[src/rtl/jump_unit_pkg.sv]
// Shared definitions for the program-counter / branch resolver.
package jump_unit_pkg;

  typedef enum logic [1:0] {
    ST_RUN     = 2'd0,
    ST_FLUSH   = 2'd1,
    ST_HALTED  = 2'd2,
    ST_ILLEGAL = 2'd3
  } state_t;

endpackage

[src/rtl/jump_unit_condition.sv]
// Combinational branch condition: compares the sign/zero class of X against the
// instruction's lt/eq/gt flags.
module jump_condition
  import jump_unit_pkg::*;
#(
  parameter int BUS_WIDTH = 8
) (
  input  logic signed [BUS_WIDTH-1:0] X,
  input  logic                        lt,
  input  logic                        eq,
  input  logic                        gt,
  output logic                        cond
);

  logic w_neg;
  logic w_zero;
  logic w_pos;

  assign w_neg  = X[BUS_WIDTH-1];
  assign w_zero = (X == '0);
  assign w_pos  = ~w_neg & ~w_zero;

  // All three flags set is an unconditional jump regardless of X.
  assign cond = (lt & eq & gt) | (lt & w_neg) | (eq & w_zero) | (gt & w_pos);

endmodule

[src/rtl/jump_unit.sv]
// Program counter and branch resolver: advances, jumps (with a one-cycle
// flush) or halts. All outputs come straight from registers.
module jump_unit
  import jump_unit_pkg::*;
#(
  parameter int                    BUS_WIDTH  = 8,
  parameter int                    ADDR_WIDTH = 8,
  parameter logic [ADDR_WIDTH-1:0] RESET_ADDR = '0
) (
  input  logic                         clk,
  input  logic                         rst,
  input  logic signed [BUS_WIDTH-1:0]  X,
  input  logic                         lt,
  input  logic                         eq,
  input  logic                         gt,
  input  logic                         jump,
  input  logic        [ADDR_WIDTH-1:0] target,
  input  logic                         valid,
  input  logic                         stall,
  input  logic                         halt_req,
  output logic        [ADDR_WIDTH-1:0] pc,
  output logic                         taken,
  output logic                         flush,
  output logic                         halted
);

  state_t                  r_state;
  state_t                  w_state_nxt;
  logic [ADDR_WIDTH-1:0]   r_pc;
  logic [ADDR_WIDTH-1:0]   w_pc_nxt;
  logic                    r_taken;
  logic                    w_taken_nxt;
  logic                    w_cond;

  jump_condition #(
    .BUS_WIDTH(BUS_WIDTH)
  ) u_cond (
    .X   (X),
    .lt  (lt),
    .eq  (eq),
    .gt  (gt),
    .cond(w_cond)
  );

  always_comb begin
    w_state_nxt = r_state;
    w_pc_nxt    = r_pc;
    w_taken_nxt = 1'b0;
    case (r_state)
      ST_RUN: begin
        if (!stall) begin
          if (halt_req) begin
            w_state_nxt = ST_HALTED;
          end else if (valid && jump && w_cond) begin
            w_pc_nxt    = target;
            w_taken_nxt = 1'b1;
            w_state_nxt = ST_FLUSH;
          end else if (valid) begin
            w_pc_nxt = r_pc + ADDR_WIDTH'(1);
          end
        end
      end
      ST_FLUSH: begin
        if (!stall) w_state_nxt = ST_RUN;
      end
      ST_HALTED: begin
        w_state_nxt = ST_HALTED;
      end
      default: begin
        w_state_nxt = ST_RUN;
      end
    endcase
  end

  always_ff @(posedge clk) begin
    if (rst) begin
      r_state <= ST_RUN;
      r_pc    <= RESET_ADDR;
      r_taken <= 1'b0;
    end else begin
      r_state <= w_state_nxt;
      r_pc    <= w_pc_nxt;
      r_taken <= w_taken_nxt;
    end
  end

  assign pc     = r_pc;
  assign taken  = r_taken;
  assign flush  = (r_state == ST_FLUSH);
  assign halted = (r_state == ST_HALTED);

endmodule
[config.mk]
export PLATFORM = sky130hd
export DESIGN_NAME = jump_unit
export DESIGN_NICKNAME = d
export VERILOG_FILES = /design/src/rtl/jump_unit_pkg.sv /design/src/rtl/jump_unit_condition.sv /design/src/rtl/jump_unit.sv
export SDC_FILE = /design/constraint.sdc
export NUM_CORES = 1
export LEC_CHECK = 0
export ABC_AREA = 1
export BUFFER_PORTS_ARGS = -buffer_cell sky130_fd_sc_hd__buf_2
export CAP_MARGIN = 0
export CORE_MARGIN = 3
export CORE_UTILIZATION = 40
export CTS_CLUSTER_DIAMETER = 60
export DETAILED_ROUTE_END_ITERATION = 8
export GPL_TIMING_DRIVEN = 0
export PLACE_DENSITY = 0.75
export SKIP_CTS_REPAIR_TIMING = 1
export SYNTH_ARGS = -nofsm -noshare
export SYNTH_HDL_FRONTEND = slang
export SYNTH_SLANG_ARGS = --single-unit
[constraint.sdc]
create_clock -name clk -period 1.34 [get_ports clk]
set_clock_uncertainty 0.05 [all_clocks]
set_input_delay 0.067 -clock clk [delete_from_list [all_inputs] [get_ports clk]]
set_output_delay 0.067 -clock clk [all_outputs]
set_load 0.03 [all_outputs]
==> impl_metrics.csv <==
group,metric,value,unit
placement,pre_cts_ws,-0.143,ns
synth,synth_edf_count,0,
clock_tree,htreeDepth,1,
drt,firstDrtPassIters,4,
synth,synth_top_area_share,29.2,%
power,powerDensity,707,mW/mm2
placement,hpwl,1.50,mm
synth,syn_area,754,um2
worst_hold_path,hold_path.class,"primary input to register",
synth,syn-num-nets,148,
grt,grt_pass1_vias,843,
grt,use_met2,31.5,%
final_layout,drive_gt1_share,39.4,%
critical_path,critPathMaxFanout,5,
drt,via_count,934,
run_status,outcome,"completed",
sta,setup_ws,0.0256,ns
sta,fin_setup_tns,0,ns
clock_tree,cts_tree,"yes",
final_layout,multi_input_area,507,um2
synth,ys_async_sr_fraction,0,%
sta,hold_viol_final,0,
placement,io_buffers,35,
floorplanning,io_pins,36,
clock_tree,numCtsBuffers,3,
synth,postSynthAreaPerCell,6.18,um2
clock_tree,clock-sinks,11,
final_layout,fin_nets,192,
sta,rsz0062_at_grt,"true",
grt,gr-usage-met1,20.1,%
critical_path,crit_arrival,1.48,ns
synth,yosysSeqAreaShare,29.2,%
sta,fin_crit_sh,98.1,%
floorplanning,die_w,49.4,um
power,leakagePower,0.585,nW
placement,gp_congestion,0.819,
grt,grt-busiest-layer,"met2",
final_layout,postLayoutCoreUtil,63.0,%
drt,drt_iter0_drc,20,
drt,wl,2.01,mm
final_layout,diodes,0,
power,max-vdd-ir-drop,346,uV
grt,grt_max_degree,11,
synth,synth_most_common_cell,"nand2_1",
sta,fmax,0.761,GHz
synth,ys.flop_type,"dfxtp_1",
drt,via_per_inst,4.92,
critical_path,critical_path_class,"register to register",
placement,place_area,987,um2
critical_path,cp-start-kind,"register",
clock_tree,worst_skew_pair.late_latency,0.27,ns
grt,antenna_found_initial,0,
floorplanning,rows,15,
drt,drc,0,
floorplanning,die_h,49.4,um
job,cap_violations,0,
floorplanning,start_util,43.2,%
power,power.total,778,uW
sta,worstMarginPinSlew,0.324,ns
floorplanning,coreArea,0.00175,mm2
synth,synth-seq-cells,11,
drt,wl_per_cell,10.6,um
grt,overflow,0,
synth,ys.warnings.count,0,
drt,antenna_left,0,
synth,synth_area_leaders,"dfxtp_1 (29%), nand2_1 (15%), nand3_1 (11%), nor2_1 (9.0%), inv_1 (8.5%)",
synth,synthCells,122,
sta,setup_violations,0,
sta,period_needed,1.31,ns
sta,max-slew-margin-rel,78.3,%
final_layout,num-fill-cells,169,
final_layout,area_delta_synth_final,45.8,%
floorplanning,die_area,0.00244,mm2
critical_path,crit_required,1.50,ns
grt,grt_first_pass_wirelength,3.40,mm
clock_tree,path_clk_slew,0.07,ns
grt,track_usage,17.8,%
synth,yosysUniqueCellTypes,20,
final_layout,seq_area,235,um2
synth,synth_common_cells,"nand2_1 (30), nor2_1 (18), inv_1 (17), nand3_1 (17), dfxtp_1 (11)",
grt,globalRouteMet3Util,2.75,%
sta,slew_violations,0,
critical_path,endpoint_kind,"register",
clock_tree,cts_root_buf,"clkbuf_4",
synth,synth_top_area_cell,"dfxtp_1",
final_layout,design_area,0.00110,mm2
clock_tree,clk_path_buf_depth,2,
## power by group
group          switching (mW)  total (mW)  internal (mW)  leakage [nW]
Clock                   0.116       0.231          0.115        0.0150
Sequential             0.0195       0.356          0.337        0.0929
Combinational           0.110       0.190         0.0803         0.477
Total                   0.246       0.778          0.532         0.585
## cell usage in the layout (no fill, tap or decap), drive strengths merged, types with 2 or more instances in the layout
cell	Yosys	routed
clkbuf	1	5
o21ai	5	5
buf	1	39
nand2	33	33
o21bai	2	2
dfxtp	11	11
a21oi	6	6
inv	17	17
nor2	18	18
xor2	2	2
nand4	4	4
nand3	18	18
## per-layer routing
layer,share of wire (%),wire (um)
met3,5.5,111
met2,52,1040
met5,0,0
met4,0.70,14
met1,42,842
## final cells by class
cell class                 count  share of cell area [%]
sequential                    11                    21.4
inverter                      18                    6.14
timing repair buffer          39                    18.9
tap                           25                    2.84
clock buffer                   4                    2.39
buffer                         2                    2.28
multi-input combinational     91                    46.1
## kinds of logic after synthesis
group,after synthesis,synth area share (%)
adders and majority gates,1,1.66
and+or+nand+nor,73,43.0
AOI/OAI and AO/OA,15,11.6
xor gates and xnor gates,2,2.32
DFF,11,29.2
buffers and inverters,20,12.3
## through the flow
| stage | hold WS [ns] | cells |
|---|---|---|
| final | 0.00999 | 190 |
| after global routing | 0.0233 | 190 |
| after CTS | -0.0807 | 186 |
| after detailed placement | 0.212 | 182 |
| after global placement | 0.208 | 182 |
| after floorplan | 0.0861 | 122 |
## worst paths after layout
check / start / endpoint / slack [ns] / cells after the start
setup / recovery: pc[1]$_SDFFE_PP0P_ / pc[6]$_SDFFE_PP0P_ / 0.03 / 8
hold / removal: stall / r_state[0]$_SDFFE_PP0P_ / 0.01 / 4
hold reg to reg: pc[7]$_SDFFE_PP0P_ / pc[7]$_SDFFE_PP0P_ / 0.46 / 2
setup reg to reg: pc[1]$_SDFFE_PP0P_ / pc[6]$_SDFFE_PP0P_ / 0.03 / 8
## critical path, stage by stage, from the launching register on
cell and delay, ns:
dfxtp_4 0.38, ha_4 0.15, nand2_4 0.05, nor2_4 0.13
nand3_2 0.08, xor2_1 0.15, nand2_2 0.07, nand3_2 0.07
a21oi_2 0.13
## state kept, by name (all words and copies together), names as in the netlist
| register | cells |
|---|---|
| pc | 8 |
| r_state | 2 |
| taken | 1 |
Power figures use the tool's default switching activity.
